**src/rtl/ahbapb_pkg.sv**
```systemverilog
`default_nettype none
// ============================================================================
// Package     : ahbapb_pkg
// Description : Shared types and bus codes for the AHB-Lite to APB3 bridge.
// Revision    : 1.0 - initial release
// ============================================================================
package ahbapb_pkg;

    typedef enum logic [2:0] {
        ST_IDLE   = 3'd0,
        ST_LATCH  = 3'd1,
        ST_SETUP  = 3'd2,
        ST_ACCESS = 3'd3,
        ST_DONE   = 3'd4,
        ST_ERR1   = 3'd5,
        ST_ERR2   = 3'd6
    } state_t;

    localparam logic [1:0] c_HTRANS_IDLE   = 2'b00;
    localparam logic [1:0] c_HTRANS_BUSY   = 2'b01;
    localparam logic [1:0] c_HTRANS_NONSEQ = 2'b10;
    localparam logic [1:0] c_HTRANS_SEQ    = 2'b11;

    localparam logic c_HRESP_OKAY  = 1'b0;
    localparam logic c_HRESP_ERROR = 1'b1;

    // States in which the AHB side samples a new address phase
    function automatic logic is_accept_state(input state_t s);
        return (s == ST_IDLE) || (s == ST_DONE) || (s == ST_ERR2);
    endfunction

endpackage
`default_nettype wire

```
**src/rtl/apb_slot_mux.sv**
```systemverilog
`default_nettype none
// ============================================================================
// Module      : apb_slot_mux
// Description : Selects PRDATA/PREADY/PSLVERR of the addressed APB slot;
//               an index beyond NUM_SLOTS returns all zeros.
// Revision    : 1.0 - initial release
// ============================================================================
module apb_slot_mux
    import ahbapb_pkg::*;
#(
    parameter int NUM_SLOTS = 16,
    parameter int SEL_W     = 4,
    parameter int DATA_W    = 32
) (
    input  logic [SEL_W-1:0]            i_idx,
    input  logic [NUM_SLOTS*DATA_W-1:0] i_prdata,
    input  logic [NUM_SLOTS-1:0]        i_pready,
    input  logic [NUM_SLOTS-1:0]        i_pslverr,
    output logic [DATA_W-1:0]           o_rdata,
    output logic                        o_ready,
    output logic                        o_err
);

    always_comb begin
        o_rdata = '0;
        o_ready = 1'b0;
        o_err   = 1'b0;
        for (int k = 0; k < NUM_SLOTS; k++) begin
            if (i_idx == SEL_W'(k)) begin
                o_rdata = i_prdata[k*DATA_W +: DATA_W];
                o_ready = i_pready[k];
                o_err   = i_pslverr[k];
            end
        end
    end

endmodule
`default_nettype wire

```
**src/rtl/ahb_apb_bridge_mslot.sv**
```systemverilog
`default_nettype none
// ============================================================================
// Module      : ahb_apb_bridge_mslot
// Description : AHB-Lite slave to APB3 master bridge with NUM_SLOTS slots.
//               Optional macro APB_TIMEOUT_EN adds an ACCESS-state timeout.
// Revision    : 1.0 - initial release
// ============================================================================
module ahb_apb_bridge_mslot
    import ahbapb_pkg::*;
#(
    parameter int NUM_SLOTS      = 16,
    parameter int SLOT_LSB       = 8,
    parameter int SEL_W          = 4,
    parameter int APB_ADDR_W     = 32,
    parameter int DATA_W         = 32,
    parameter int TIMEOUT_CYCLES = 256
) (
    input  logic                        HCLK,
    input  logic                        HRESETN,
    input  logic                        HSEL,
    input  logic [31:0]                 HADDR,
    input  logic                        HWRITE,
    input  logic [1:0]                  HTRANS,
    input  logic [2:0]                  HSIZE,
    input  logic [DATA_W-1:0]           HWDATA,
    input  logic                        HREADYIN,
    output logic                        HREADYOUT,
    output logic [DATA_W-1:0]           HRDATA,
    output logic                        HRESP,
    output logic [NUM_SLOTS-1:0]        PSEL,
    output logic [APB_ADDR_W-1:0]       PADDR,
    output logic                        PWRITE,
    output logic                        PENABLE,
    output logic [DATA_W-1:0]           PWDATA,
    input  logic [NUM_SLOTS*DATA_W-1:0] PRDATA,
    input  logic [NUM_SLOTS-1:0]        PREADY,
    input  logic [NUM_SLOTS-1:0]        PSLVERR
);

    state_t                  r_state;
    state_t                  w_state_next;
    logic [SEL_W-1:0]        r_idx;
    logic [APB_ADDR_W-1:0]   r_addr;
    logic                    r_write;
    logic                    w_accept;
    logic                    w_in_range;
    logic                    w_sel_ready;
    logic                    w_sel_err;
    logic                    w_timeout;
    logic [DATA_W-1:0]       w_sel_rdata;
    logic [NUM_SLOTS-1:0]    w_onehot;
    logic                    w_unused;

    assign w_accept = HSEL && HREADYIN
                   && ((HTRANS == c_HTRANS_NONSEQ) || (HTRANS == c_HTRANS_SEQ))
                   && is_accept_state(r_state);
    assign w_in_range = (int'(r_idx) < NUM_SLOTS);
    assign w_unused   = ^{HSIZE, HADDR};

    apb_slot_mux #(
        .NUM_SLOTS (NUM_SLOTS),
        .SEL_W     (SEL_W),
        .DATA_W    (DATA_W)
    ) u_slot_mux (
        .i_idx     (r_idx),
        .i_prdata  (PRDATA),
        .i_pready  (PREADY),
        .i_pslverr (PSLVERR),
        .o_rdata   (w_sel_rdata),
        .o_ready   (w_sel_ready),
        .o_err     (w_sel_err)
    );

    always_comb begin
        w_onehot = '0;
        for (int k = 0; k < NUM_SLOTS; k++) begin
            w_onehot[k] = (r_idx == SEL_W'(k));
        end
    end

    always_ff @(posedge HCLK or negedge HRESETN) begin
        if (!HRESETN) begin
            r_idx   <= '0;
            r_addr  <= '0;
            r_write <= 1'b0;
        end else if (w_accept) begin
            r_idx   <= HADDR[SLOT_LSB +: SEL_W];
            r_addr  <= HADDR[APB_ADDR_W-1:0];
            r_write <= HWRITE;
        end
    end

`ifdef APB_TIMEOUT_EN
    localparam int c_TO_W_RAW = $clog2(TIMEOUT_CYCLES);
    localparam int c_TO_W     = (c_TO_W_RAW < 8) ? 8 : ((c_TO_W_RAW > 16) ? 16 : c_TO_W_RAW);

    logic [c_TO_W-1:0] r_to_cnt;

    always_ff @(posedge HCLK or negedge HRESETN) begin
        if (!HRESETN) begin
            r_to_cnt <= '0;
        end else if (r_state == ST_SETUP) begin
            r_to_cnt <= '0;
        end else if ((r_state == ST_ACCESS) && !w_sel_ready) begin
            r_to_cnt <= r_to_cnt + c_TO_W'(1);
        end
    end

    // A PREADY on the expiry cycle wins over the timeout
    assign w_timeout = (r_state == ST_ACCESS) && !w_sel_ready
                    && (r_to_cnt == c_TO_W'(TIMEOUT_CYCLES - 1));
`else
    localparam int c_unused_timeout = TIMEOUT_CYCLES;
    assign w_timeout = 1'b0;
`endif

    always_ff @(posedge HCLK or negedge HRESETN) begin
        if (!HRESETN) begin
            r_state <= ST_IDLE;
        end else begin
            r_state <= w_state_next;
        end
    end

    always_comb begin
        w_state_next = r_state;
        case (r_state)
            ST_IDLE: begin
                if (w_accept) w_state_next = ST_LATCH;
            end
            ST_LATCH: begin
                w_state_next = w_in_range ? ST_SETUP : ST_ERR1;
            end
            ST_SETUP: begin
                w_state_next = ST_ACCESS;
            end
            ST_ACCESS: begin
                if (w_sel_ready) begin
                    w_state_next = w_sel_err ? ST_ERR1 : ST_DONE;
                end else if (w_timeout) begin
                    w_state_next = ST_ERR1;
                end
            end
            ST_ERR1: begin
                w_state_next = ST_ERR2;
            end
            ST_DONE, ST_ERR2: begin
                w_state_next = w_accept ? ST_LATCH : ST_IDLE;
            end
            default: begin
                w_state_next = ST_IDLE;
            end
        endcase
    end

    always_comb begin
        HREADYOUT = 1'b1;
        HRESP     = c_HRESP_OKAY;
        case (r_state)
            ST_LATCH, ST_SETUP, ST_ACCESS: begin
                HREADYOUT = 1'b0;
            end
            ST_ERR1: begin
                HREADYOUT = 1'b0;
                HRESP     = c_HRESP_ERROR;
            end
            ST_ERR2: begin
                HRESP     = c_HRESP_ERROR;
            end
            default: begin
            end
        endcase
    end

    // APB side registers; HRDATA only changes on a successful read
    always_ff @(posedge HCLK or negedge HRESETN) begin
        if (!HRESETN) begin
            PSEL    <= '0;
            PENABLE <= 1'b0;
            PADDR   <= '0;
            PWRITE  <= 1'b0;
            PWDATA  <= '0;
            HRDATA  <= '0;
        end else begin
            case (r_state)
                ST_LATCH: begin
                    if (r_write) PWDATA <= HWDATA;
                    if (w_in_range) begin
                        PSEL   <= w_onehot;
                        PADDR  <= r_addr;
                        PWRITE <= r_write;
                    end
                end
                ST_SETUP: begin
                    PENABLE <= 1'b1;
                end
                ST_ACCESS: begin
                    if (w_sel_ready || w_timeout) begin
                        PSEL    <= '0;
                        PENABLE <= 1'b0;
                    end
                    if (w_sel_ready && !w_sel_err && !r_write) begin
                        HRDATA <= w_sel_rdata;
                    end
                end
                default: begin
                end
            endcase
        end
    end

endmodule
`default_nettype wire

```
**config.mk**
```make
export PLATFORM = sky130hd
export DESIGN_NAME = ahb_apb_bridge_mslot
export DESIGN_NICKNAME = d
export VERILOG_FILES = /design/src/rtl/ahbapb_pkg.sv /design/src/rtl/apb_slot_mux.sv /design/src/rtl/ahb_apb_bridge_mslot.sv
export SDC_FILE = /design/constraint.sdc
export NUM_CORES = 1
export LEC_CHECK = 0
export CAP_MARGIN = 20
export CORE_AREA = 2 2 284 286
export DETAILED_ROUTE_END_ITERATION = 10
export DIE_AREA = 0 0 286 288
export MAX_ROUTING_LAYER = met4
export PLACE_DENSITY = 0.53
export SETUP_SLACK_MARGIN = 0.5
export SLEW_MARGIN = 20
export SYNTH_ARGS = -nofsm -noshare
export SYNTH_HDL_FRONTEND = slang
export SYNTH_HIERARCHICAL = 1
export SYNTH_SLANG_ARGS = --single-unit
```
**constraint.sdc**
```tcl
create_clock -name HCLK -period 2.7 [get_ports HCLK]
set_input_delay 0.54 -clock HCLK [delete_from_list [all_inputs] [get_ports HCLK]]
set_output_delay 0.54 -clock HCLK [all_outputs]
set_load 0.02 [all_outputs]
```
---- Word level (Yosys, flattened, before mapping) ----
Index checks and enable logic that the tools add are counted.
storage, ports and cells
  flip-flop bits (word level) ............. 154
  input port bits ......................... 618
  output and inout port bits .............. 116
  logic and storage cells ................. 116
operators by class
  equality and inequality tests ........... 25
  muxes and demuxes ....................... 59
  reduce and logical (&&, ||, !) cells .... 22
operators by type and width
  operator              count
  $mux W32              16
  $mux W1               37
  $eq A4 B4 Y1 const B  8
  $pmux W16 S2          1
  $pmux W3 S6           1
  $eq A4 B3 Y1 const B  4
  $mux W16              1
  $reduce_and A2 Y1     5
  $eq A3 B3 Y1 const B  3
  $eq A4 B2 Y1 const B  2
  $eq A3 B2 Y1 const B  2
  $mux W3               2
  $logic_and A1 B1 Y1   5
  $eq A2 B2 Y1 const B  2
  $eq A4 B1 Y1 const B  1
  $logic_not A4 Y1      1
  $ne A2 B2 Y1 const B  2
  $reduce_bool A2 Y1    2
  $reduce_or A2 Y1      2
  $reduce_or A4 Y1      1
  $eq A3 B1 Y1 const B  1
  $logic_not A3 Y1      1
  $logic_or A1 B1 Y1    3
  $logic_not A1 Y1      2
  $pmux W1 S2           1

---- Depth between registers and ports, before layout ----
Gate-level depths: netlist of run 1.
  depth in word-level cells ............... 21
  mapped depth ............................ 13
  depth with buffers taken out ............ 8

---- By module ----
Netlist of run 1, hierarchy kept.
by module, submodules not included
  module                instances  cells each  area an instance (um^2)  seq. area each (um^2)
  ahb_apb_bridge_mslot  1          418         5879.4                   3753.6
  apb_slot_mux          1          872         5841.9                   0.0

---- Least setup slack after synthesis of run 1 ----
No wires, ideal clock.
  path type ............................... flip-flop to flip-flop
  start point ............................. register r_idx[1]
  end point ............................... register HRDATA[10]
  arrival time ............................ 2.715 ns
  path slack .............................. -0.140 ns
  stages on the path, launching flop included .. 13
  path buffers ............................ 5
  clock period less this slack ............ 2.840 ns
  cells stage by stage .................... dfrtp_1 buf_4 buf_4 nand3b_1 buf_2 a31oi_1 a2111oi_0 a311o_1 a21oi_1 or4_4 buf_6 buf_12 mux2_4
between the ends
  cells in the longest elaborated chain, start to end .. 21
  elaborated cells between the ends (all ways) .. 68
  classes of those cells .................. 15 x eq/ne; 48 x mux; 5 x reduce/logical
RTL lines
  what                                  RTL line                     source
  from (decl)                           ahb_apb_bridge_mslot.sv:42   logic [SEL_W-1:0] r_idx;
  from (signal assigned)                ahb_apb_bridge_mslot.sv:87   r_idx <= HADDR[SLOT_LSB +: SEL_W];
  $logic_not A4 Y1                      apb_slot_mux.sv:29           if (i_idx == SEL_W'(k)) begin
  $mux W1 (15 in a row)                 apb_slot_mux.sv:29
  $mux W1 (*)                           apb_slot_mux.sv:29
  named net w_sel_err                   ahb_apb_bridge_mslot.sv:48   logic w_sel_err;
  $logic_not A1 Y1 (*)                  ahb_apb_bridge_mslot.sv:202  if (w_sel_ready && !w_sel_err && !r_write) begin
  $logic_and A1 B1 Y1 (*) (2 in a row)  ahb_apb_bridge_mslot.sv:202
  $reduce_and A2 Y1 (no line) (*)       -
  to (signal assigned)                  ahb_apb_bridge_mslot.sv:203  HRDATA <= w_sel_rdata;
  to (decl)                             ahb_apb_bridge_mslot.sv:28   output logic [DATA_W-1:0] HRDATA,
The timed path passes the listed nets; every way through them passes the cells marked *.
A chain may end at the register's enable or synchronous reset.

---- Worst setup path in the final report of run 1 ----
  start point ............................. register r_idx[0]
  end point ............................... register HRDATA[29]
between the ends
  elaborated cells between the ends (all ways) .. 68
  classes of those cells .................. 15 x eq/ne; 48 x mux; 5 x reduce/logical
RTL lines
  what                       RTL line                    source
  $logic_not A4 Y1           apb_slot_mux.sv:29
  $mux W32 (15 in a row)     apb_slot_mux.sv:29
  $mux W32 (*)               apb_slot_mux.sv:29
  named net w_sel_rdata[29]  ahb_apb_bridge_mslot.sv:50  logic [DATA_W-1:0] w_sel_rdata;
Marks and branches as above.

==> Flow_metrics.wiki, run 1 <==
{| class="wikitable"
! Metric !! Value
|-
| H-tree levels || 4
|-
| Mapped Nets || 1,908
|-
| Filler cell count in the final layout || 8,528
|-
| Row Count || 104
|-
| Normalized max-slew margin || 0.5706
|-
| Least-Margin Pin Slew || 0.6279 ns
|-
| RSZ-0062 raised after global routing || true
|-
| Data arrival, critical path || 3.20 ns
|-
| Placed cell count || 3,056
|-
| Count of distinct cell types in the synthesized netlist || 64
|-
| Cells after synthesis || 1,290
|-
| DR vias/cell || 4.434
|-
| Post-Layout Cell Count || 3,142
|-
| Fraction of the cycle the final worst path needs || 1.056
|-
| Area of all placed cells without fillers || 21,870 sq um
|-
| DRC violations left || 0
|-
| Cell taking the most area after synthesis || sky130_fd_sc_hd__dfrtp_1
|-
| Minimum period implied by the final worst setup slack || 2.850 ns
|-
| Multiplexer share of the synthesized area || 0.2336
|-
| Post-DP HPWL || 63,150 um
|-
| Proportion of register bits with asynchronous set or reset after synthesis || 1.000
|-
| Post-synthesis register bit count || 150
|-
| First-pass GRT wire length || 107,500 um
|-
| Iter 0 DRT Violations || 962
|-
| Post-CTS clock slew at the launch and capture registers of the worst setup and hold paths || 0.07 ns
|-
| Final weighted congestion in routability-driven placement || 0.9481
|-
| Layout overhead on the synthesized area || 86.62%
|-
| Crit Path Max Fanout || 93
|-
| DIE WIDTH || 286 um
|-
| Max-Cap Viols || 0
|-
| Aggregate routed wire length || 78,880 um
|-
| Number of antenna-violating nets in the routed design || 0
|-
| Setup Skew || 0.02653 ns
|-
| Post-Place Worst Slack || -0.5680 ns
|-
| Count of flip-flops with a built-in enable after synthesis || 0
|-
| Area share of the largest cell type after synthesis || 0.3202
|-
| Internal power || 12,410 uW
|-
| XOR/XNOR Fraction of Synth Area || 0.0007472
|-
| Synthesized-area fraction occupied by ao, oa, aoi and oai cells || 0.2321
|-
| Failing checks || setup timing
|-
| Vertical die dimension || 288 um
|-
| Initial antenna violation count || 28
|-
| Boundary pin count || 734
|-
| Share of total power in the clock network || 0.100
|-
| Clock tree from TritonCTS || done
|-
| Total of warnings raised by yosys || 6
|-
| Cell area after technology mapping || 11,720 sq um
|-
| Cell area power density || 1083 nW/um^2
|-
| Total overflow reported by the global router || 0
|-
| Setup slack after layout || -0.1502 ns
|-
| Critical path required time || 3.05 ns
|-
| Vias in the first global route || 14,550
|-
| Final-layout worst hold slack || 0.01904 ns
|-
| Cts bufs inserted || 17
|-
| Core area || 79,640 sq um
|-
| Main combinational cell family by area after synthesis || multiplexers
|-
| Total track usage || 0.1893
|-
| Leakage power || 0.008677 uW
|-
| Leading cell types in the layout, fill and taps excluded || sky130_fd_sc_hd__clkdlybuf4s50_1 (713), sky130_fd_sc_hd__nand2_1 (179), sky130_fd_sc_hd__dfrtp_1 (144), sky130_fd_sc_hd__mux2_2 (114), sky130_fd_sc_hd__buf_4 (101)
|-
| Status || finished, violations left
|-
| Path type of the worst min-delay path || primary input to async pin
|-
| Pin count of the biggest net entering global routing || 94
|-
| Peak clock frequency supported by timing || 350.9 MHz
|-
| Quantity of I/O buffers inserted on ports || 729
|-
| Clock sink total || 150
|-
| Nets || 2,664
|-
| Placed instance area || 20,700 sq um
|-
| Gate power share || 0.728
|-
| Seq/Total Area, Yosys || 0.3202
|-
| Initial DRT Pass Iterations || 5
|-
| Flip-flop cell with the highest count after synthesis || sky130_fd_sc_hd__dfrtp_1
|-
| Accumulated negative setup slack || -3.938 ns
|-
| Layout cell share with drive strength beyond 1 || 0.1773
|-
| Die area || 82,370 sq um
|-
| Source-to-sink clock delay at the later pin of the worst-skew pair || 0.49 ns
|-
| Net switching share of the total power || 0.4764
|-
| Share of total power in sequential cells || 0.172
|-
| Most common library cell in the layout ignoring fill and taps || sky130_fd_sc_hd__clkdlybuf4s50_1
|-
| Crit path launch type || flop
|-
| Final hold violation count || 0
|-
| Critical path class || flop to flop
|-
| Simple-gate portion of the synthesized area || 0.1496
|-
| Type of destination of the critical path || flop
|-
| Setup violations, final || 36
|-
| Maximum ir drop on the vdd rail || 0.6972 mV
|-
| Buffer type at the clock tree root || sky130_fd_sc_hd__clkbuf_16
|-
| Post-DR wirelength/cell || 25.11 um
|-
| Most area-consuming cells after synthesis || sky130_fd_sc_hd__dfrtp_1 (32%), sky130_fd_sc_hd__mux2_2 (11%), sky130_fd_sc_hd__mux2i_1 (7.6%)
|-
| Synth Area per Inst || 9.086 sq um
|-
| Number of max-slew violations in the final report || 0
|-
| Clock Tree Buf Depth || 2
|-
| Number of vias in the routed layout || 13,930
|-
| Net switching power || 11,290 uW
|-
| Starting Density || 0.1472
|-
| Adder-cell share of the synthesized area || 0
|}
[layout make-up]
cell class / count / area, sq um / area share
Antenna cell: 23 / 57.56 / 0.002631
Clock buffer: 18 / 429.2 / 0.01962
Clock inverter: 14 / 132.6 / 0.006063
Inverter: 6 / 27.53 / 0.001258
Multi-Input combinational cell: 1006 / 7416 / 0.3390
Sequential cell: 150 / 3771 / 0.1724
Tap cell: 1060 / 1326 / 0.06063
Timing Repair Buffer: 865 / 8715 / 0.3984
[synth_stat cells, types with 5 or more instances]
cell,count
sky130_fd_sc_hd__a22oi_1,8
sky130_fd_sc_hd__clkbuf_1,39
sky130_fd_sc_hd__or3_1,17
sky130_fd_sc_hd__o21a_1,17
sky130_fd_sc_hd__nand2_1,181
sky130_fd_sc_hd__a311o_1,12
sky130_fd_sc_hd__buf_6,8
sky130_fd_sc_hd__a31oi_1,14
sky130_fd_sc_hd__a21oi_1,68
sky130_fd_sc_hd__inv_1,5
sky130_fd_sc_hd__a2111oi_0,12
sky130_fd_sc_hd__mux2_2,116
sky130_fd_sc_hd__a21o_1,14
sky130_fd_sc_hd__buf_2,51
sky130_fd_sc_hd__mux2i_1,89
sky130_fd_sc_hd__o221ai_1,19
sky130_fd_sc_hd__nand4b_1,13
sky130_fd_sc_hd__o22a_1,16
sky130_fd_sc_hd__nand3b_1,6
sky130_fd_sc_hd__a22o_1,20
sky130_fd_sc_hd__o21ai_0,96
sky130_fd_sc_hd__mux2_4,30
sky130_fd_sc_hd__o2bb2ai_1,10
sky130_fd_sc_hd__o211ai_1,13
sky130_fd_sc_hd__dfrtp_1,150
sky130_fd_sc_hd__buf_4,19
sky130_fd_sc_hd__nor2b_1,5
sky130_fd_sc_hd__nand4bb_1,13
sky130_fd_sc_hd__nor2_1,82
sky130_fd_sc_hd__nand2b_1,22
sky130_fd_sc_hd__o311a_1,16
sky130_fd_sc_hd__buf_1,7
sky130_fd_sc_hd__o22ai_1,53
[power groups by stage]
| stage | logic (uW) | registers [uW] | clock network, uW |
|---|---|---|---|
| finish | 17300 | 4070 | 2370 |
| global placement | 16200 | 4100 | 0 |
| floorplan | 8040 | 4750 | 0 |
| CTS | 17300 | 4080 | 2500 |
| global route | 18300 | 4200 | 2570 |
| detailed placement | 16300 | 4090 | 0 |
[sequential cells by signal (all words and copies together) (netlist names)]
name	cells
PWDATA	32
PWRITE	1
r_state	3
r_addr	29
HRDATA	32
PENABLE	1
PSEL	16
r_idx	3
r_write	1
PADDR	32
[repair_timing]
action                                  CTS  global route
cloned                                    4             0
resized for setup                        69             8
endpoints found under the setup margin   63            56
buffers inserted                         27             0
pin swaps                                 3             3
hold buffers                              0             0
[routing by layer]
layer | global-route usage | wire [um] | vias up
met3 | 0.07353 | 8112 | 73
met4 | 0.05497 | 1606 | 0
li1 | - | - | 6369
met1 | 0.2278 | 33120 | 6758
met5 | - | 0 | -
met2 | 0.2918 | 36040 | 733
[metrics by stage]
stage               utilization  power [uW]
finish                   0.2747       23700
global route             0.2747       25110
CTS                      0.2736       23850
detailed placement       0.2599       20360
global placement         0.2599       20310
floorplan                     -       12800
[worst max-delay path: stages (launching register included)]
cell and delay [ns]:
sky130_fd_sc_hd__dfrtp_4 0.52, sky130_fd_sc_hd__buf_4 0.20, sky130_fd_sc_hd__buf_12 0.31, sky130_fd_sc_hd__buf_4 0.35, sky130_fd_sc_hd__mux2i_1 0.30, sky130_fd_sc_hd__o21ai_0 0.13, sky130_fd_sc_hd__a22oi_1 0.29, sky130_fd_sc_hd__buf_4 0.19
sky130_fd_sc_hd__a31oi_1 0.10, sky130_fd_sc_hd__mux2_4 0.30
[kinds of logic (layout without fill, tap and decap cells)]
kind of cell,after synthesis,after routing
buf+inv,134,903
compound gates,404,404
mux,239,239
flops,150,150
simple gates,362,362
xor+xnor,1,1
other cells,0,23
[worst paths after layout]
kind / from / end / slack (ns) / depth (start not counted)
setup / recovery: r_idx[0] / HRDATA[29] / -0.15 / 9
hold / removal: HRESETN / PWDATA[20] / 0.02 / 1
setup reg to reg: r_idx[0] / HRDATA[29] / -0.15 / 9
hold reg to reg: r_addr[21] / PADDR[21] / 0.47 / 2
max in group asynchronous: HRESETN / r_idx[1] / 1.89 / 2
min in group HCLK: r_addr[21] / PADDR[21] / 0.47 / 2
No activity file was read; power rests on OpenSTA's default activity.
==> run 2, diff against run 1 <==
- CORE_AREA: 2 2 284 286 -> 2 2 289 291
- CTS_BUF_LIST: unset -> sky130_fd_sc_hd__clkbuf_8
- CTS_CLUSTER_DIAMETER: unset -> 60
- DIE_AREA: 0 0 286 288 -> 0 0 291 293
- PLACE_DENSITY: 0.53 -> 0.52
==> run 2 against run 1 <==
Effect of this change:
- clock power shrank 24%
- via count shrank 0.90%
- sequential power about the same
- global-route usage decreased by 0.95 points
- worst hold slack gained 0.44 ns
- the run still ends with setup timing left
- design area shrank 2.1%
- final cell count down 0.73%
- sequential share of layout area increased by 0.38 points
- critical path depth grew 1
==> Flow_metrics.wiki, run 2 (same netlist as run 1, synthesis figures left out) <==
{| class="wikitable"
! Metric !! Value
|-
| Status || finished, violations left
|-
| Failing checks || setup timing
|-
| Critical path buffers and inverters || 3 (-1)
|-
| Boundary pin count || 734 (unchanged)
|-
| Total track usage || 0.1798 (-0.009542)
|-
| Critical path's top delay family || compound AO/OA/AOI/OAI gates
|-
| Pin count of the biggest net entering global routing || 88 (-6.4%)
|-
| Least-Margin Pin Slew || 0.7052 ns (+0.07725 ns)
|-
| Minimum period implied by the final worst setup slack || 2.837 ns (-0.01368 ns)
|-
| Buffer type at the clock tree root || sky130_fd_sc_hd__clkbuf_8
|-
| Maximum ir drop on the vdd rail || 0.5625 mV (-19%)
|-
| FF-to-FF End || HRDATA[20]
|-
| Placed instance area || 20,690 sq um (about the same)
|-
| Crit path from || r_idx[1]
|-
| RSZ-0062 raised after global routing || true
|-
| Fraction of the cycle the final worst path needs || 1.051 (-0.005067)
|-
| Total overflow reported by the global router || 0 (unchanged)
|-
| Nets || 2,638 (-0.98%)
|-
| Final weighted congestion in routability-driven placement || 0.9304 (-1.9%)
|-
| Layout overhead on the synthesized area || 82.71%
|-
| Critical path's slowest cell || sky130_fd_sc_hd__or4_4
|-
| Number of stages on the worst setup path || 10 (+1)
|-
| Max-Cap Viols || 0 (unchanged)
|-
| Critical path class || flop to flop
|-
| Data arrival, critical path || 3.23 ns (+0.03 ns)
|-
| Path type of the worst min-delay path || flop to flop
|-
| Placed cell count || 3,062 (+0.20%)
|-
| Number of antenna-violating nets in the routed design || 0 (unchanged)
|-
| Startpoint of the most critical register-to-register path || r_idx[1]
|-
| Crit path launch type || flop
|-
| Peak clock frequency supported by timing || 352.5 MHz (+0.48%)
|-
| DR vias/cell || 4.427 (-0.17%)
|-
| Net switching power || 10,960 uW (-2.9%)
|-
| Clock Tree Buf Depth || 2 (unchanged)
|-
| Power, Total || 22,380 uW (-5.6%)
|-
| Most common library cell in the layout ignoring fill and taps || sky130_fd_sc_hd__clkdlybuf4s50_1
|-
| First-pass GRT wire length || 107,800 um (+0.31%)
|-
| H-tree levels || 4 (unchanged)
|-
| Type of destination of the critical path || flop
|-
| Core occupancy in the finished layout || 0.2617 (-0.01303)
|-
| Layout cell share with drive strength beyond 1 || 0.1687 (-0.008554)
|-
| Post-DR wirelength/cell || 24.99 um (-0.46%)
|-
| Iter 0 DRT Violations || 872 (-9.4%)
|-
| Core area || 81,850 sq um (+2.8%)
|-
| Row Count || 105 (+0.96%)
|-
| Final-layout worst hold slack || 0.4601 ns (+0.4410 ns)
|-
| Internal power || 11,420 uW (-8.0%)
|-
| Normalized max-slew margin || 0.5299 (-0.04067)
|-
| Largest stage delay on the critical path || 0.56 ns (+0.04 ns)
|-
| Setup Skew || 0.01949 ns (-0.007043 ns)
|-
| Starting Density || 0.1432 (-0.003976)
|-
| Net switching share of the total power || 0.4899 (+0.01348)
|-
| Setup violations, final || 35 (-2.8%)
|-
| Die area || 85,260 sq um (+3.5%)
|-
| Area of all placed cells without fillers || 21,420 sq um (-2.1%)
|-
| Initial antenna violation count || 18 (-36%)
|-
| Critical path's most frequent cell || sky130_fd_sc_hd__buf_12
|-
| Worst setup path endpoint || HRDATA[20]
|-
| Critical path required time || 3.09 ns (+0.04 ns)
|-
| Number of max-slew violations in the final report || 0 (unchanged)
|-
| Post-CTS clock slew at the launch and capture registers of the worst setup and hold paths || 0.11 ns (+0.04 ns)
|-
| Post-Layout Cell Count || 3,119 (-0.73%)
|-
| Number of vias in the routed layout || 13,810 (-0.90%)
|-
| Share of total power in the clock network || 0.080 (-0.020)
|-
| Quantity of I/O buffers inserted on ports || 729 (unchanged)
|-
| Setup slack of the worst register-to-register path || -0.14 ns (about the same)
|-
| Clock sink total || 150 (unchanged)
|-
| Initial DRT Pass Iterations || 5 (unchanged)
|-
| DRC violations left || 0 (unchanged)
|-
| Vias in the first global route || 14,450 (-0.64%)
|-
| Setup slack after layout || -0.1365 ns (+0.01368 ns)
|-
| Post-DP HPWL || 63,690 um (+0.85%)
|-
| Share of total power in sequential cells || 0.181 (+0.009)
|-
| Leading cell types in the layout, fill and taps excluded || sky130_fd_sc_hd__clkdlybuf4s50_1 (706), sky130_fd_sc_hd__nand2_1 (179), sky130_fd_sc_hd__dfrtp_1 (143), sky130_fd_sc_hd__mux2_2 (115), sky130_fd_sc_hd__o21ai_0 (96)
|-
| Final hold violation count || 0 (unchanged)
|-
| Register-to-Register Path Depth || 10 (+1)
|-
| Gate power share || 0.739 (+0.011)
|-
| Vertical die dimension || 293 um (+1.7%)
|-
| Leakage power || 0.008420 uW (-3.0%)
|-
| Crit Path Max Fanout || 17 (-82%)
|-
| Aggregate routed wire length || 77,940 um (-1.2%)
|-
| Source-to-sink clock delay at the later pin of the worst-skew pair || 0.50 ns (about the same)
|-
| Biggest regs || HRDATA: 32 flops, PADDR: 32 flops, PWDATA: 32 flops
|-
| Cell area power density || 1045 nW/um^2 (-3.5%)
|-
| Cts bufs inserted || 17 (unchanged)
|-
| Clock tree from TritonCTS || done
|-
| Cell Chain, Critical Path || buf_12 -> mux2i_1 -> buf_4 -> nor2_4 -> a2111oi_4 -> a311o_1 -> a21oi_2 -> or4_4 -> buf_12 -> mux2_4
|-
| DIE WIDTH || 291 um (+1.7%)
|}
run 2: changes by cell type in the layout (fill, tap and decap cells not counted), sizes merged, moves of 2 or more:
cell / change
buf: -27
clkdlybuf4s50: -7
diode: -7
dlygate4sd2: +7
bufbuf: -2
clkdlybuf4s15: +2
dlymetal6s2s: -2
run 2: stage by stage:
| step | setup TNS, ns | worst slack [ns] |
|---|---|---|
| finish | -3.658 | -0.1365 |
| CTS | -3.125 | -0.1146 |
| global route | -7.750 | -0.2165 |
| global placement | -20.47 | -0.5123 |
| floorplan | -0.4738 | -0.01579 |
| detailed placement | -17.87 | -0.4502 |
run 2: repair_timing:
action | in CTS | in global routing
pin swaps | 3 | 3
gates resized for setup | 31 | 36
cloned | 0 | 2
hold buffers | 1 | 0
setup buffers | 2 | 4
setup endpoints to repair | 69 | 55
hold endpoints to repair | 18 | 0
run 2: worst min path at each step:
stage	start	to	depth (start not counted)
CTS	r_addr[24]	PADDR[24]	2
detailed placement	r_addr[29]	PADDR[29]	2
finish	r_addr[24]	PADDR[24]	2
global placement	r_addr[19]	PADDR[19]	2
floorplan	HRESETN	HRDATA[0]	0
global route	r_addr[24]	PADDR[24]	2
run 2: area by class of cell:
| cell class | count | area (sq um) |
|---|---|---|
| Timing Repair Buffer | 839 | 8429 |
| Fill cell | 8810 | 60430 |
| Antenna cell | 16 | 40.04 |
| Clock buffer | 17 | 234.0 |
| Sequential cell | 150 | 3772 |
| Clock inverter | 15 | 157.7 |
| Multi-Input combinational cell | 1006 | 7420 |
| Tap cell | 1070 | 1339 |
| Inverter | 6 | 23.77 |
run 2: worst reg2reg max path, cell delays in order, from the launching register on:
cell and delay, ns:
sky130_fd_sc_hd__dfrtp_4 0.51, sky130_fd_sc_hd__buf_12 0.14, sky130_fd_sc_hd__mux2i_1 0.14, sky130_fd_sc_hd__buf_4 0.15, sky130_fd_sc_hd__nor2_4 0.04, sky130_fd_sc_hd__a2111oi_4 0.31
sky130_fd_sc_hd__a311o_1 0.25, sky130_fd_sc_hd__a21oi_2 0.10, sky130_fd_sc_hd__or4_4 0.56, sky130_fd_sc_hd__buf_12 0.20, sky130_fd_sc_hd__mux2_4 0.33
run 2: metal layers:
layer	track usage	routed length, um	share of wire	vias up
met5	-	0	0	-
met4	0.03753	1466	0.019	0
met3	0.05106	6258	0.080	66
met1	0.2258	34030	0.44	6775
li1	-	-	-	6296
met2	0.2870	36190	0.46	670
run 2: power by group through the flow:
stage	registers, uW	logic [uW]	clock network, uW
final	4050	16500	1800
after detailed placement	4120	16100	0
after global placement	4120	16000	0
after global routing	4180	17600	2000
after CTS	4080	16200	1920
after floorplan	4750	8040	0
==> RTL change 1, RTL diff (config.mk and constraints of run 2) <==
Add a define of `APB_TIMEOUT_EN`.
--- a/src/rtl/ahb_apb_bridge_mslot.sv
+++ b/src/rtl/ahb_apb_bridge_mslot.sv
@@ -5,6 +5,8 @@
 //               Optional macro APB_TIMEOUT_EN adds an ACCESS-state timeout.
 // Revision    : 1.0 - initial release
 // ============================================================================
+`define APB_TIMEOUT_EN
+
 module ahb_apb_bridge_mslot
     import ahbapb_pkg::*;
 #(
Behaviour: same outputs for any inputs over 4 cycles, from zero or initial values and one cycle with HRESETN low; that may be too few to reach the edited logic, so the function may still have changed.
==> RTL change 1 against run 2 <==
  * Largest power group unchanged
  * Largest cell class unchanged
  * Die area unchanged
  * The flow still finishes with violations (negative setup slack)
  * Setup slack got worse by 0.21 ns
  * First-iteration DRC count decreased by 11%
  * Wire length decreased by 0.38%
  * Sequential cell count increased by 8
  * Power increased by 5.1%
  * Synthesized area increased by 5.0%
  * Worst hold slack got worse by 0.42 ns
  * Design area increased by 3.9%
  * Global-route usage about the same
==> RTL change 1: results (changes against run 2) <==
- Run status: finished with violations (unchanged)
- Violations in the final reports: negative setup slack (unchanged)
- Multiplexer share of the synthesized area: 22.0% (was 23.4%)
- DR WL/cell: 25.3 µm (was 25.0 µm)
- Rel. slew slack: 34.7% (was 53.0%)
- Cell leakage power: 8.79 nW (was 8.42 nW)
- Number of nets in the layout: 2608 (was 2638)
- Cell Area, Placed: 21400 µm² (was 20700 µm²)
- Largest vdd supply drop: 786 µV (was 563 µV)
- Switching power: 0.0112 W (was 0.0110 W)
- Pin count of the biggest net entering global routing: 57 (was 88)
- Registers with the highest flip-flop counts: HRDATA (32), PADDR (32), PWDATA (32) (unchanged)
- Fraction of layout instances using a drive strength above 1: 21.0% (was 16.9%)
- Final weighted congestion of routability-driven global placement: 0.933 (was 0.930)
- Type of the worst min-delay path: in2async (was reg2reg)
- Slack of the critical path: -0.343 ns (was -0.137 ns)
- Crit-path max FO: 9 (was 17)
- Synth top cells by count: sky130_fd_sc_hd__dfrtp_1, sky130_fd_sc_hd__mux2_2, sky130_fd_sc_hd__o21ai_0 (was sky130_fd_sc_hd__nand2_1, sky130_fd_sc_hd__dfrtp_1, sky130_fd_sc_hd__mux2_2)
- Largest delay share family, worst path: buffers and inverters (was compound AO/OA/AOI/OAI gates)
- Slowest stage delay, CP: 0.51 ns (was 0.56 ns)
- Number of distinct library cells after synthesis: 76 (was 64)
- Initial antenna violation count: 4 (was 18)
- Final sum of negative setup slack: -12.54 ns (was -3.66 ns)
- Drt first pass iters: 6 (was 5)
- Mapped Nets: 1840 (was 1908)
- Overall track demand over capacity in global routing: 18.0% (about the same)
- Number of global-route vias before repair: 14900 (was 14500)
- Initial DRC Count: 778 (was 872)
- Final Non-Filler Cells: 3073 (was 3119)
- Synth Flop Type: sky130_fd_sc_hd__dfrtp_1 (unchanged)
- Synthesized netlist cell count: 1221 (was 1290)
- Synth area leaders: sky130_fd_sc_hd__dfrtp_1, sky130_fd_sc_hd__mux2_2, sky130_fd_sc_hd__mux2i_1, sky130_fd_sc_hd__mux4_2, sky130_fd_sc_hd__mux2_4 (was sky130_fd_sc_hd__dfrtp_1, sky130_fd_sc_hd__mux2_2, sky130_fd_sc_hd__mux2i_1, sky130_fd_sc_hd__nand2_1, sky130_fd_sc_hd__o21ai_0)
- Slowest stage cell on the critical path: sky130_fd_sc_hd__dfrtp_4 (was sky130_fd_sc_hd__or4_4)
- Part of the Yosys area used for sequential elements: 32.1% (was 32.0%)
- Number of endpoints failing setup at the final stage: 56 (was 35)
- Vias: 13800 (about the same)
- HPWL after detailed placement: 64.3 mm (was 63.7 mm)
- Cell depth of the worst flop-to-flop path: 12 (was 10)
- Global-route wire length before repair: 108 mm (about the same)
- Layout Skew: 0.0268 ns (was 0.0195 ns)
- Post-Synth Adder-Cell Area: 0.102% (was 0%)
[RTL change 1: final cells by class]
cell class,count,area (µm²)
Tap cell,1070,1340
Timing Repair Buffer,885,8800
Antenna cell,1,2.50
Multi-Input combinational cell,901,7680
Fill cell,8648,59600
Clock buffer,19,262
Inverter,26,97.6
Clock inverter,13,105
Sequential cell,158,3970
[RTL change 1: metal layers]
| layer | up-vias | wire length, µm | global-route usage, % |
|---|---|---|---|
| li1 | 6306 | - | - |
| met1 | 6866 | 29800 | 19.3 |
| met2 | 574 | 41800 | 34.2 |
| met3 | 62 | 4160 | 2.86 |
| met4 | 0 | 1920 | 4.80 |
| met5 | - | 0 | - |
[RTL change 1: stage by stage]
stage               hold slack [ns]  setup slack, ns  util (%)
global route                 0.0332           -0.416      27.2
finish                       0.0379           -0.343      27.2
detailed placement            0.489           -0.724      26.1
global placement              0.481           -0.713      26.1
CTS                         0.00501           -0.347      27.1
floorplan                     0.244         0.000745         -
[RTL change 1: logic make-up (layout without fill, tap and decap cells)]
group / after synthesis / in the layout
other: 0 / 1
XOR/XNOR: 1 / 1
flip-flops: 158 / 158
multiplexers: 216 / 216
adder cells (fa/ha/maj): 1 / 1
AND/OR/NAND/NOR: 229 / 229
AO/OA/AOI/OAI: 454 / 454
buffers and inverters: 162 / 943
[RTL change 1: power by group through the flow]
stage | Clock [W] | Combinational (W) | Sequential [W]
floorplan | 0 | 0.00845 | 0.00498
global placement | 0 | 0.0167 | 0.00427
detailed placement | 0 | 0.0168 | 0.00433
CTS | 0.00182 | 0.0177 | 0.00422
global route | 0.00191 | 0.0186 | 0.00435
finish | 0.00173 | 0.0176 | 0.00420
[RTL change 1: final timing paths]
kind                                        from                endpoint  slack [ns]
min in group HCLK          PWDATA[8]$_DFFE_PN0P_   PWDATA[8]$_DFFE_PN0P_        0.51
max in group asynchronous                HRESETN    PADDR[4]$_DFFE_PN0P_        1.81
min reg2reg                PWDATA[8]$_DFFE_PN0P_   PWDATA[8]$_DFFE_PN0P_        0.51
max                         r_idx[0]$_DFFE_PN0P_  HRDATA[20]$_DFFE_PN0P_       -0.34
min                                      HRESETN   PADDR[23]$_DFFE_PN0P_        0.04
max reg2reg                 r_idx[0]$_DFFE_PN0P_  HRDATA[20]$_DFFE_PN0P_       -0.34
[RTL change 1: timing repair]
action / CTS / global route
pin swaps: 3 / 3
gates resized for setup: 61 / 16
buffers inserted: 23 / 3
setup endpoints to repair: 69 / 63
gates cloned: 3 / 0
==> RTL change 2, RTL diff (settings of run 2) <==
Without the edit above. The 7 states of `state_t` get a one-hot encoding in 7 bits.
--- a/src/rtl/ahbapb_pkg.sv
+++ b/src/rtl/ahbapb_pkg.sv
@@ -6,14 +6,14 @@
 // ============================================================================
 package ahbapb_pkg;
 
-    typedef enum logic [2:0] {
-        ST_IDLE   = 3'd0,
-        ST_LATCH  = 3'd1,
-        ST_SETUP  = 3'd2,
-        ST_ACCESS = 3'd3,
-        ST_DONE   = 3'd4,
-        ST_ERR1   = 3'd5,
-        ST_ERR2   = 3'd6
+    typedef enum logic [6:0] {
+        ST_IDLE   = 7'b0000001,
+        ST_LATCH  = 7'b0000010,
+        ST_SETUP  = 7'b0000100,
+        ST_ACCESS = 7'b0001000,
+        ST_DONE   = 7'b0010000,
+        ST_ERR1   = 7'b0100000,
+        ST_ERR2   = 7'b1000000
     } state_t;
 
     localparam logic [1:0] c_HTRANS_IDLE   = 2'b00;
Behaviour: no difference found for any inputs over 4 cycles, from zero or initial values and one cycle with HRESETN low; so few cycles prove little.
==> RTL change 2 against run 2 <==
  * Wire length up 1.4%
  * Sequential cell count grew 4
  * Setup slack got worse by 0.13 ns
  * The run still ends with negative setup slack left
  * Synthesized area shrank 0.14%
  * Design area up 3.0%
  * Cell count up 0.29%
  * Via count grew 0.75%
Power is not compared: it rests on default switching activity, and its combinational part moved more than twofold at a synthesized area within 25%.
==> RTL change 2: results (changes against run 2) <==
- Run status: finished with violations (unchanged)
- Violations in the final reports: negative setup slack (unchanged)
- Slack of the critical path: -0.264 ns (was -0.137 ns)
- Worst Tran Pin Value: 0.742 ns (was 0.705 ns)
- Number of placed instances, taps included: 3044 (was 3062)
- Slowest stage cell on the critical path: sky130_fd_sc_hd__dfrtp_4 (was sky130_fd_sc_hd__or4_4)
- Multi-input gate area in the final layout: 7510 µm² (was 7420 µm²)
- Vias: 13900 (was 13800)
- Multiplexer share of the synthesized area: 25.4% (was 23.4%)
- Startpoint of the tightest hold check path: r_addr[31]$_DFFE_PN0P_ (was r_addr[24]$_DFFE_PN0P_)
- FILL cells: 8682 (was 8810)
- Number of global-route vias before repair: 14600 (was 14500)
- Part of the Yosys area used for sequential elements: 32.9% (was 32.0%)
- Number of distinct library cells after synthesis: 61 (was 64)
- Final sum of negative setup slack: -7.26 ns (was -3.66 ns)
- Worst-skew pair later-pin latency: 0.55 ns (was 0.50 ns)
- Synth top cells by count: sky130_fd_sc_hd__mux2_2, sky130_fd_sc_hd__dfrtp_1, sky130_fd_sc_hd__o21ai_0 (was sky130_fd_sc_hd__nand2_1, sky130_fd_sc_hd__dfrtp_1, sky130_fd_sc_hd__mux2_2)
- End point of the critical path: HRDATA[15]$_DFFE_PN0P_ (was HRDATA[20]$_DFFE_PN0P_)
- Final weighted congestion of routability-driven global placement: 0.917 (was 0.930)
- Number of endpoints failing setup at the final stage: 33 (was 35)
- Mapped Nets: 1876 (was 1908)
- Arrival @ worst endpoint: 3.39 ns (was 3.23 ns)
- Post-CTS setup buffers: 20 (was 2)
- Cell Area, Placed: 20700 µm² (about the same)
- Hold-critical path endpoint: PADDR[31]$_DFFE_PN0P_ (was PADDR[24]$_DFFE_PN0P_)
- Worst slack on hold paths: 0.487 ns (was 0.460 ns)
- Initial antenna violation count: 13 (was 18)
- Initial DRC Count: 702 (was 872)
- Worst setup path startpoint: r_idx[0]$_DFFE_PN0P_ (was r_idx[1]$_DFFE_PN0P_)
- Detailed-route wire length: 79.0 mm (was 77.9 mm)
- Slowest stage delay, CP: 0.45 ns (was 0.56 ns)
- Number of instances on the worst hold path: 1 (was 2)
- Crit Reg-Reg Endpoint: HRDATA[15]$_DFFE_PN0P_ (was HRDATA[20]$_DFFE_PN0P_)
- Fraction of layout instances using a drive strength above 1: 20.9% (was 16.9%)
- Cells resized by post-CTS repair: 123 (was 31)
[RTL change 2: changes by cell type after synthesis, sizes merged, moves of 4 or more]
cell and delta:
a22o -6, nor3 +5, mux2 +31, o2bb2ai -9, buf -4, nand2 -76, o21ai +18, inv +5
[RTL change 2: logic make-up (layout without fill, tap and decap cells)]
kind of cell	count (synthesis)	in the layout
multiplexers	270	270
other	0	7
AO/OA/AOI/OAI	410	410
buffers and inverters	132	925
XOR/XNOR	3	3
AND/OR/NAND/NOR	289	289
flip-flops	154	154
[RTL change 2: layout make-up]
class	count	share of cell area [%]
diodes	7	0.0794
clock inverters	14	0.624
multi-input cells	972	34.0
inverters	11	0.187
well taps	1070	6.07
clock buffers	18	1.12
repair buffers	882	40.3
flip-flops and latches	154	17.6
[RTL change 2: metal layers]
layer	wire [µm]	GRT usage, %	vias to the layer above
li1	-	-	6323
met1	35000	22.9	6880
met2	37000	28.6	644
met3	5780	4.81	64
met4	1220	4.36	0
met5	0	-	-
